File: src/rtl/conv2_sched.sv
// conv2 layer sequencer: walks oc/row/col/cp/kr/kc and issues dual-lane weight/feature reads.
// Strobes mac_en/mac_clr trail an issue by RD_LAT cycles and out_we by RD_LAT+1; en=0 stalls issue only.
module conv2_sched #(
    parameter int IN_DIM  = 14,
    parameter int K       = 5,
    parameter int OUT_DIM = 10,
    parameter int OUT_CH  = 16,
    parameter int RD_LAT  = 1
) (
    input  logic        clk,
    input  logic        reset,
    input  logic        start,
    input  logic        en,
    output logic        busy,
    output logic        done,
    output logic        rd_en,
    output logic [11:0] w_addr0,
    output logic [11:0] w_addr1,
    output logic [10:0] f_addr0,
    output logic [10:0] f_addr1,
    output logic        mac_clr,
    output logic        mac_en,
    output logic        out_we,
    output logic [10:0] out_addr
);

    localparam int LANE_TAPS = 3 * K * K;
    localparam int F_LANE    = 3 * IN_DIM * IN_DIM;

    typedef enum logic [1:0] {IDLE, RUN, DRAIN, DONE} state_t;

    state_t      state, state_nx;
    logic [2:0]  kc, kr, n_kc, n_kr;
    logic [1:0]  cp, n_cp;
    logic [3:0]  col, row, oc, n_col, n_row, n_oc;
    logic [1:0]  dcnt;
    logic        issue;
    logic        c0, c1, c2, c3, c4, c5;
    logic        first_tap;
    logic [11:0] w_nx;
    logic [10:0] f_nx;
    logic [10:0] pix_addr;

    logic [1:0]  rd_dl [RD_LAT];
    logic [11:0] wr_dl [RD_LAT+1];

    assign issue = (state == RUN) && en;

    // carry chain: cN means every loop up to level N is at its last value
    assign c0 = (kc == 3'(K - 1));
    assign c1 = c0 && (kr == 3'(K - 1));
    assign c2 = c1 && (cp == 2'd2);
    assign c3 = c2 && (col == 4'(OUT_DIM - 1));
    assign c4 = c3 && (row == 4'(OUT_DIM - 1));
    assign c5 = c4 && (oc == 4'(OUT_CH - 1));

    assign first_tap = (kc == 3'd0) && (kr == 3'd0) && (cp == 2'd0);

    always_comb begin
        n_kc = c0 ? 3'd0 : kc + 3'd1;
        n_kr = kr;
        n_cp = cp;
        n_col = col;
        n_row = row;
        n_oc = oc;
        if (c0) n_kr = c1 ? 3'd0 : kr + 3'd1;
        if (c1) n_cp = c2 ? 2'd0 : cp + 2'd1;
        if (c2) n_col = c3 ? 4'd0 : col + 4'd1;
        if (c3) n_row = c4 ? 4'd0 : row + 4'd1;
        if (c4) n_oc = c5 ? 4'd0 : oc + 4'd1;
    end

    assign w_nx = 12'(n_oc) * 12'(2 * LANE_TAPS) + 12'(n_cp) * 12'(K * K)
                + 12'(n_kr) * 12'(K) + 12'(n_kc);
    assign f_nx = 11'(n_cp) * 11'(IN_DIM * IN_DIM)
                + (11'(n_row) + 11'(n_kr)) * 11'(IN_DIM) + 11'(n_col) + 11'(n_kc);
    assign pix_addr = 11'(oc) * 11'(OUT_DIM * OUT_DIM) + 11'(row) * 11'(OUT_DIM) + 11'(col);

    always_ff @(posedge clk or posedge reset) begin
        if (reset) state <= IDLE;
        else       state <= state_nx;
    end

    always_comb begin
        state_nx = state;
        case (state)
            IDLE:    if (start) state_nx = RUN;
            RUN:     if (issue && c5) state_nx = DRAIN;
            DRAIN:   if (dcnt == 2'(RD_LAT)) state_nx = DONE;
            DONE:    state_nx = IDLE;
            default: state_nx = IDLE;
        endcase
    end

    always_ff @(posedge clk or posedge reset) begin
        if (reset) begin
            kc <= '0; kr <= '0; cp <= '0;
            col <= '0; row <= '0; oc <= '0;
            w_addr0 <= '0; w_addr1 <= '0;
            f_addr0 <= '0; f_addr1 <= '0;
        end else if (state == IDLE && start) begin
            kc <= '0; kr <= '0; cp <= '0;
            col <= '0; row <= '0; oc <= '0;
            w_addr0 <= '0;
            w_addr1 <= 12'(LANE_TAPS);
            f_addr0 <= '0;
            f_addr1 <= 11'(F_LANE);
        end else if (issue) begin
            kc <= n_kc; kr <= n_kr; cp <= n_cp;
            col <= n_col; row <= n_row; oc <= n_oc;
            w_addr0 <= w_nx;
            w_addr1 <= w_nx + 12'(LANE_TAPS);
            f_addr0 <= f_nx;
            f_addr1 <= f_nx + 11'(F_LANE);
        end
    end

    always_ff @(posedge clk or posedge reset) begin
        if (reset)               dcnt <= '0;
        else if (state != DRAIN) dcnt <= '0;
        else                     dcnt <= dcnt + 2'd1;
    end

    // delay lines run every cycle so strobes stay aligned with the memory pipe during stalls
    always_ff @(posedge clk or posedge reset) begin
        if (reset) begin
            for (int i = 0; i < RD_LAT; i++)     rd_dl[i] <= '0;
            for (int i = 0; i < RD_LAT + 1; i++) wr_dl[i] <= '0;
        end else begin
            rd_dl[0] <= {issue && first_tap, issue};
            for (int i = 1; i < RD_LAT; i++) rd_dl[i] <= rd_dl[i-1];
            wr_dl[0] <= {issue && c2, pix_addr};
            for (int i = 1; i < RD_LAT + 1; i++) wr_dl[i] <= wr_dl[i-1];
        end
    end

    assign rd_en    = issue;
    assign busy     = (state != IDLE);
    assign done     = (state == DONE);
    assign mac_en   = rd_dl[RD_LAT-1][0];
    assign mac_clr  = rd_dl[RD_LAT-1][1];
    assign out_we   = wr_dl[RD_LAT][11];
    assign out_addr = wr_dl[RD_LAT][10:0];

endmodule

File: config.mk
export PLATFORM = sky130hd
export DESIGN_NAME = conv2_sched
export DESIGN_NICKNAME = d
export VERILOG_FILES = /design/src/rtl/conv2_sched.sv
export SDC_FILE = /design/constraint.sdc
export NUM_CORES = 1
export LEC_CHECK = 0
export CAP_MARGIN = 30
export CORE_UTILIZATION = 65
export CTS_CLUSTER_SIZE = 25
export DETAILED_ROUTE_END_ITERATION = 10
export DONT_BUFFER_PORTS = 1
export HOLD_SLACK_MARGIN = 0.1
export PLACE_DENSITY = 0.86
export SYNTH_ARGS = -nofsm -noshare
export SYNTH_HDL_FRONTEND = slang
export SYNTH_SLANG_ARGS = --single-unit
File: constraint.sdc
create_clock -name clk -period 8.3 [get_ports clk]
set_clock_uncertainty 0.05 [all_clocks]
set_input_delay 0 -clock clk [delete_from_list [all_inputs] [get_ports clk]]
set_output_delay 0 -clock clk [all_outputs]
set_load 0.02 [all_outputs]
After elaboration in Yosys (flattened, before gate mapping). Cells that the tools add are included.

Register bits: 96. Logic and storage cells: 109. Bits of input ports: 4. Output and inout bits: 63.

Reductions and logical operators: 19. Multiplexer cells: 36. Multipliers: 7. $add $sub $neg: 18. Equality and inequality tests: 14.

Operators by type and width (number): 2-to-1 mux 12 bit (4); 2-to-1 mux 4 bit (12); 2-to-1 mux 11 bit (4); adder 11 x 4 -> 11 bit (2); 2-to-1 mux 3 bit (7); 2-to-1 mux 2 bit (8); adder 12 x 3 -> 12 bit (1); adder 12 x 6 -> 12 bit (1); adder 12 x 7 -> 12 bit (1); adder 12 x 7 -> 12 bit, second input constant (1); adder 4 x 1 -> 4 bit, second input constant (3); equality test 4 bit, second input constant (3); logical AND 1 bit (12); adder 10 x 9 -> 11 bit (1); adder 11 x 10 -> 11 bit, second input constant (1); adder 11 x 3 -> 11 bit (1); adder 11 x 8 -> 11 bit (1); multiplier 4 x 7 -> 11 bit, second input constant (1); multiplier 4 x 5 -> 9 bit, second input constant (1); multiplier 2 x 6 -> 8 bit, second input constant (1); multiplier 5 x 3 -> 8 bit, second input constant (1); one-hot mux 2 bit (4 select lines) (1); multiplier 2 x 5 -> 7 bit, second input constant (1); multiplier 4 x 3 -> 7 bit, second input constant (1); 13 further kinds (24).

Longest topological paths before layout. Gate-level depths: netlist of the first run.

Depth in word-level cells: 15. Depth in mapped cells: 29. Depth with buffers taken out: 28.

Worst setup path before layout of the first run. OpenSTA, ideal clock, no wires.

Path type: reg2reg. Start: reg kc[0]. End: reg w_addr1[10]. Path buffers: 2. Clock period less this slack: 6252 ps. Arrival time: 6073 ps. Path slack: 2048 ps. Stages on the path, launching flop included: 26. Path through: dfrtp_1 > inv_1 > ha_1 > and4_1 > buf_4 > nand4_1 > nand2b_1 > o31ai_1 > clkbuf_8 > ha_1 > ha_1 > ha_1 > xnor2_1 > fa_1 > inv_1 > ha_1 > ha_1 > ha_1 > o21ai_1 > nor2_1 > o41ai_1 > a21oi_1 > a211o_2 > a21o_1 > a2111oi_4 > o31ai_1.

Longest elaborated chain between the ends: 15. Elaborated cells between the ends (all ways): 23. Those cells by class: add/sub (5); mul (3); eq/ne (1); mux (9); reduce/logical (5).

RTL lines: start: declaration (RTL line 33) `logic [2:0] kc, kr, n_kc, n_kr;`; start signal: assignment (RTL line 109) `kc <= n_kc; kr <= n_kr; cp <= n_cp;`; equality test 3 bit (RTL line 50) `assign c0 = (kc == 3'(K - 1));`; logical AND 1 bit (RTL line 51) `assign c1 = c0 && (kr == 3'(K - 1));`; logical AND 1 bit (RTL line 52) `assign c2 = c1 && (cp == 2'd2);`; logical AND 1 bit (RTL line 53) `assign c3 = c2 && (col == 4'(OUT_DIM - 1));`; logical AND 1 bit (RTL line 54) `assign c4 = c3 && (row == 4'(OUT_DIM - 1));`; logical AND 1 bit (RTL line 55) `assign c5 = c4 && (oc == 4'(OUT_CH - 1));`; 2-to-1 mux 4 bit (2 in a row) (RTL line 70) `if (c4) n_oc = c5 ? 4'd0 : oc + 4'd1;`; multiplier 4 x 7 -> 11 bit (RTL line 73) `assign w_nx = 12'(n_oc) * 12'(2 * LANE_TAPS) + 12'(n_cp) * 12'(K * K)`; adder 12 x 7 -> 12 bit (RTL line 73); adder 12 x 6 -> 12 bit (RTL line 74) `+ 12'(n_kr) * 12'(K) + 12'(n_kc);`; adder 12 x 3 -> 12 bit (*) (RTL line 74); adder 12 x 7 -> 12 bit (*) (RTL line 112) `w_addr1 <= w_nx + 12'(LANE_TAPS);`; 2-to-1 mux 12 bit (*) (RTL line 108) `end else if (issue) begin`; 2-to-1 mux 12 bit (*) (RTL line 101) `end else if (state == IDLE && start) begin`; end signal: assignment (RTL line 105) `w_addr1 <= 12'(LANE_TAPS);`; end signal: assignment (RTL line 112); end: declaration (RTL line 18) `output logic [11:0] w_addr1,`.

Every way passes the cells marked *; elsewhere a longest branch is shown, timed or not. The select of a mux whose other input is x is not followed. A chain may end at the register's enable or synchronous reset.

Worst setup path after layout of the first run. Ends and elaborated chain as after synthesis.

==> results.md, run 1 <==
* CTS tree: yes
* Commonest non-fill, non-tap cell in the layout: ha_1
* Vias in the first global route at 5275
* Syn_area_per_cell at roughly 9.8 um2
* Drc violations at 0
* Clock-pin slew on the worst setup and hold paths at around 0.1 ns
* Area grow syn2layout at 4.627%
* Synth async-reset ratio at 100.0%
* Final hold vios at 0
* Iteration-0 DRC count of the detailed router at 287
* Initial core utilization at between 60% and 70%
* CTS Sinks at between 90 and 100
* GRT Util Overall at 28.01%
* Post-synthesis sequential area ratio at 34.11%
* VDD IR max at 0.0001828 V
* Worst-path cell chain: inv_1, ha_1, and4_1, nand4_1, nand2b_1, o21ai_0, inv_1, fa_1, inv_1, ha_1, xnor2_1, fa_1, inv_1, ha_1, ha_1, ha_1, o21ai_1, nor2_1, o41ai_1, a21oi_1, a211o_2, a21o_1, a2111oi_4, o31ai_1
* Max frequency at 137.5 MHz
* DP Area at 6927 um2
* Max-slew violations at 0
* Final setup viols at 0
* Sequential Power Share at 44.2%
* Die H at around 100 um
* Clock Path Buffers at 2
* Num CTS Buffers at 9
* Placer congestion estimate at between 0.8 and 0.9
* RSZ-0062 raised after global routing: false
* Worst EP required at 8.50 ns
* Port Buf Inserts at 0
* CP max stage delay at 0.73 ns
* N_diodes at 0
* Clk pwr share at 25.8%
* Clk_lat worst skew at 0.39 ns
* H-tree levels at 3
* Share of cells above drive strength 1 at under 10%
* GRT overflow at 0
* Post-route cell area at 7214 um2
* Slew HR at about two fifths
* Max-cap check violation count at 0
* WP data arrival at ~7.5 ns
* Slowest CP cell: o41ai_1
* DRT Pass-1 Iters at 7
* Pwr per Cell Area at around 190 nW/um2
* Switch Pwr at between 500 and 600 uW
* Top post-synthesis cells by area: dfrtp_1 34%, ha_1 19%, fa_1 6.4%
* CP dominant cell by count: ha_1
* Setup_tns at 0 ns
* Root Buffer: clkbuf_8
* Final wirelength at approximately 14000 um
* Share of the synthesized area in the top cell type at 34.11%
* FP Rows at 37
* Logic pwr share at ~30%
* Initial antenna violation count at 0
* Post-synth design cell area at 6895 um2
* Syn Inst Count at 701
* CP Launch Type: register
* Yosys warns at 0
* Leak at 3.907 nW
* Status: finished clean
* Worst-Margin Slew at 0.8808 ns
* Core footprint at slightly above 10000 um2
* Die area at 11020 um2
* Most frequent cells in the layout: 104 x ha_1, 94 x dfrtp_1, 84 x inv_1
* P_int at 810.5 uW
* Die W at 105.0 um
* Wire per inst at between 15 and 20 um
* Crit path max-delay family: compound AO/OA/AOI/OAI gates
* Top_reg_cell synth: dfrtp_1
* Final period util at between 80% and 90%
* CP Buf/Inv Count at 4
* Yosys cell types at 57
* IO Count at 67
* Nets at roughly 820
* Global-route wire length before repair at around 24000 um
* Largest net degree at the start of global routing at slightly above 70
* Cell taking the most area after synthesis: dfrtp_1
* Post-synth EDFFs at 0
* Post-cts sizing count at 0
* CP Max Fanout at 7
* Post-synthesis net count at slightly above 800
* Switching share of power at 39.36%
* Setup CP Type: register to register
* Detail Route Antenna Nets at 0
* DR vias/cell at approximately 6
* CP Capture Type: register
* Yosys reg bits at 94
* Type of the worst min-delay path: input pin to register
* Via count at about 5000
* Minimum clock period at 7.272 ns
* Hpwl dp at 10630 um
[through the flow]
stage | power (mW) | hold slack (ns) | util, % | worst slack [ns] | cells
5_1_grt | 1.419 | 0.2249 | 69.88 | 0.5608 | 833
6_report | 1.337 | 0.1900 | 69.88 | 1.028 | 833
3_3_place_gp | 0.9628 | -0.2090 | 66.95 | 1.670 | 811
4_1_cts | 1.342 | 0.1579 | 69.62 | 1.127 | 832
2_1_floorplan | 0.8826 | 0.1586 | - | 2.048 | 701
3_5_place_dp | 0.9913 | -0.2012 | 67.09 | 1.263 | 812
[worst paths after layout]
| kind | startpoint | to | slack, ns | cells after the start |
|---|---|---|---|---|
| min in group asynchronous | reset | oc[3] | 0.33 | 3 |
| max in group asynchronous | reset | f_addr0[5] | 7.29 | 3 |
| setup reg to reg | kc[0] | w_addr1[10] | 1.03 | 24 |
| hold reg to reg | wr_dl[12] | out_addr[0] | 0.30 | 0 |
| setup / recovery | kc[0] | w_addr1[10] | 1.03 | 24 |
| hold / removal | start | w_addr1[9] | 0.19 | 3 |
[repair_timing]
action	in CTS	in global routing
buffers inserted	0	0
hold buffers	4	0
endpoints found under the hold margin	126	0
[kinds of logic after synthesis]
family | count (synthesis) | synth area share (%)
xor gates and xnor gates | 53 | 6.841
buffers and inverters | 115 | 7.549
muxes | 6 | 1.143
AOI/OAI and AO/OA | 164 | 15.31
adders and majority gates | 126 | 25.26
DFF | 94 | 34.11
and+or+nand+nor | 143 | 9.781
[metal layers]
| metal | vias up | part of all wire [%] | track usage, % |
|---|---|---|---|
| li1 | 2353 | - | - |
| met1 | 2467 | 40 | 32.61 |
| met2 | 155 | 51 | 49.01 |
| met3 | 30 | 6.1 | 7.299 |
| met4 | 0 | 2.4 | 11.47 |
| met5 | - | 0 | 0 |
[area by class of cell]
type | count | area [um2]
fillers | 741 | 3109
repair buffers | 10 | 112.6
inverters | 85 | 321.6
clock buffers | 10 | 127.6
multi-input cells | 492 | 4038
well taps | 136 | 170.2
flip-flops and latches | 94 | 2352
clock inverters | 6 | 92.59
[power by group through the flow]
stage	Sequential, mW	Clock [mW]	Combinational [mW]
6_report	0.590	0.344	0.402
5_1_grt	0.596	0.369	0.454
4_1_cts	0.591	0.350	0.401
3_5_place_dp	0.599	0	0.392
3_3_place_gp	0.596	0	0.367
2_1_floorplan	0.581	0	0.302
[synth_stat cells (all sizes together) (3+ instances only)]
| cell | n |
|---|---|
| ha | 104 |
| dfrtp | 94 |
| inv | 85 |
| nand2 | 63 |
| o21ai | 56 |
| xnor2 | 39 |
| a21oi | 36 |
| nor2 | 31 |
| fa | 22 |
| a21o | 20 |
| buf | 18 |
| a22o | 16 |
| xor2 | 14 |
| clkbuf | 12 |
| nor3 | 12 |
| a211oi | 8 |
| nand3 | 6 |
| nor2b | 6 |
| o21bai | 6 |
| mux2i | 4 |
| nand2b | 4 |
| o22ai | 4 |
| a21boi | 3 |
| and2 | 3 |
| and3b | 3 |
| nand4 | 3 |
| o31ai | 3 |
[worst min-delay path: stages]
cell and delay (ns):
nand2_1 0.05, nand2_1 0.41, o21ai_1 0.13
[flip-flops by register name (all words and copies together) (netlist names)]
signal and cells:
row 4, out_we 1, f_addr1 9, cp 2, w_addr0 12, kc 3, out_addr 11, col 4
wr_dl 12, f_addr0 11, oc 4, kr 3, w_addr1 12, rd_dl 2, dcnt 2, state 2
Power figures use the tool's default switching activity.
==> inputs of run 2 (changes only) <==
- MAX_ROUTING_LAYER: unset -> met4
==> run 2 against run 1 <==
Effect of this change: cell area is the same; sequential power barely moved; cell count unchanged; hold slack gained 0.0042 ns; global-route usage is 0.84 points higher; core utilization stayed put; register-to-register slack about the same; first-iteration DRC count up 10%; total power about the same; critical path depth did not move; via count is essentially flat; critical path type unchanged; largest cell class unchanged.
==> results.md, run 2 (same netlist as run 1, synthesis figures left out) <==
* Status: finished clean
* WP data arrival at roughly 7.5 ns
* Sequential Power Share at between 40% and 50%
* Setup Buffers After CTS at 0
* Final setup viols at 0
* Clk_lat worst skew at approximately 0.38 ns
* CP Max Fanout at 7
* Area grow syn2layout at 4.627%
* Port Buf Inserts at 0
* CP Capture Type: register
* CP dominant cell by count: ha_1
* Minimum clock period at between 7 and 8 ns
* Multi-input logic area at roughly 4000 um2
* Setup_tns at 0 ns
* Nets at 822
* Global-route wire length before repair at 24260 um
* IO Count at between 60 and 70
* Core footprint at a little over 10000 um2
* Largest regs: w_addr0 x12, w_addr1 x12, wr_dl x12
* Max-slew violations at 0
* Slowest CP cell: o41ai_1
* Num CTS Buffers at 9
* Hpwl dp at 10630 um
* Worst-Margin Slew at between 0.8 and 0.9 ns
* FP Rows at 37
* Switch Pwr at 527.0 uW
* Largest net degree at the start of global routing at 72
* GRT overflow at 0
* H-tree levels at 3
* Wire per inst at 17.16 um
* CP max stage delay at 0.72 ns
* VDD IR max at 0.0001825 V
* CTS tree: yes
* Placer congestion estimate at 0.9045
* Slew HR at 40.22%
* Reg area at 2352 um2
* Type of the worst min-delay path: input pin to register
* Worst EP required at 8.50 ns
* Detail Route Antenna Nets at 0
* Clk pwr share at 25.8%
* Most frequent cells in the layout: 104 x ha_1, 94 x dfrtp_1, 84 x inv_1
* Leak at 3.907 nW
* DR vias/cell at 6.005
* Logic pwr share at 30.0%
* CP Launch Type: register
* RSZ-0062 raised after global routing: false
* Commonest non-fill, non-tap cell in the layout: ha_1
* Vias in the first global route at 5280
* Initial antenna violation count at 0
* Share of cells above drive strength 1 at ~5.3%
* Die area at 11020 um2
* Drc violations at 0
* Fillcell total at between 700 and 800
* CTS Sinks at between 90 and 100
* Die W at around 100 um
* Switching share of power at 39.41%
* N_diodes at 0
* DRT Pass-1 Iters at 5
* Die H at 105.0 um
* GRT Util Overall at 28.85%
* DP Area at 6927 um2
* Worst-path cell chain: inv_1, ha_1, and4_1, nand4_1, nand2b_1, o21ai_0, inv_1, fa_1, inv_1, ha_1, xnor2_1, fa_1, inv_1, ha_1, ha_1, ha_1, o21ai_1, nor2_1, o41ai_1, a21oi_1, a211o_2, a21o_1, a2111oi_4, o31ai_1
* Final hold vios at 0
* CP Buf/Inv Count at 4
* Pwr per Cell Area at ~190 nW/um2
* Clock-pin slew on the worst setup and hold paths at 0.10 ns
* Max-cap check violation count at 0
* Root Buffer: clkbuf_8
* Post-route cell area at 7214 um2
* Max frequency at ~140 MHz
* Initial core utilization at 66.79%
* Final period util at just under 90%
* Via count at around 5000
* Crit path max-delay family: compound AO/OA/AOI/OAI gates
* Clock Path Buffers at 2
* P_int at ~810 uW
* Setup CP Type: register to register
* Iteration-0 DRC count of the detailed router at 317
* Final wirelength at ~14000 um
-- run 2: cell counts in the layout (fill, tap and decap cells not counted) --
Identical to the previous run, type by type.
-- run 2: routing by layer --
layer / track usage, % / share of wire, %
met1: 32.77 / 41
met2: 48.91 / 51
met3: 7.236 / 6.0
met4: 11.47 / 2.2
met5: - / 0
-- run 2: what timing repair did --
item	CTS	global route
resized for setup	0	0
hold buffers	4	0
endpoints found under the hold margin	126	0
-- run 2: path summary, 6_finish.rpt --
kind / startpoint / endpoint / slack (ns) / cells after the start
max: kc[0] / w_addr1[10] / 1.03 / 24
min: start / w_addr1[9] / 0.19 / 3
max reg2reg: kc[0] / w_addr1[10] / 1.03 / 24
min reg2reg: wr_dl[12] / out_addr[0] / 0.30 / 0
max in group asynchronous: reset / col[0] / 7.29 / 3
min in group asynchronous: reset / oc[3] / 0.34 / 3
-- run 2: layout make-up --
| class | instances | area share [%] |
|---|---|---|
| multi-input cells | 492 | 55.97 |
| flip-flops and latches | 94 | 32.60 |
| inverters | 85 | 4.457 |
| well taps | 136 | 2.359 |
| clock buffers | 10 | 1.769 |
| repair buffers | 10 | 1.561 |
| clock inverters | 6 | 1.283 |
-- run 2: through the flow --
step                      setup slack (ns)  hold slack [ns]  power [mW]  utilization [%]  cells
after detailed placement             1.263          -0.2012      0.9913            67.09    812
after floorplan                      2.048           0.1586      0.8826                -    701
after global routing                0.5613           0.2243       1.420            69.88    833
final                                1.033           0.1942       1.337            69.88    833
after CTS                            1.127           0.1579       1.342            69.62    832
after global placement               1.670          -0.2090      0.9628            66.95    811
-- run 2: worst register-to-register path: cells and delay by family (launching register included) --
kind,cells,cell delay (ns)
AND/OR/NAND/NOR,4,0.96
buffers and inverters,4,0.39
flip-flops,1,0.42
adder cells (fa/ha/maj),7,2.54
AO/OA/AOI/OAI,8,2.63
XOR/XNOR,1,0.15
-- run 2: power groups by stage --
stage / sequential [mW] / clock, mW / combinational (mW)
6_report: 0.591 / 0.345 / 0.402
3_3_place_gp: 0.596 / 0 / 0.367
3_5_place_dp: 0.599 / 0 / 0.392
5_1_grt: 0.596 / 0.369 / 0.454
4_1_cts: 0.591 / 0.350 / 0.401
2_1_floorplan: 0.581 / 0 / 0.302
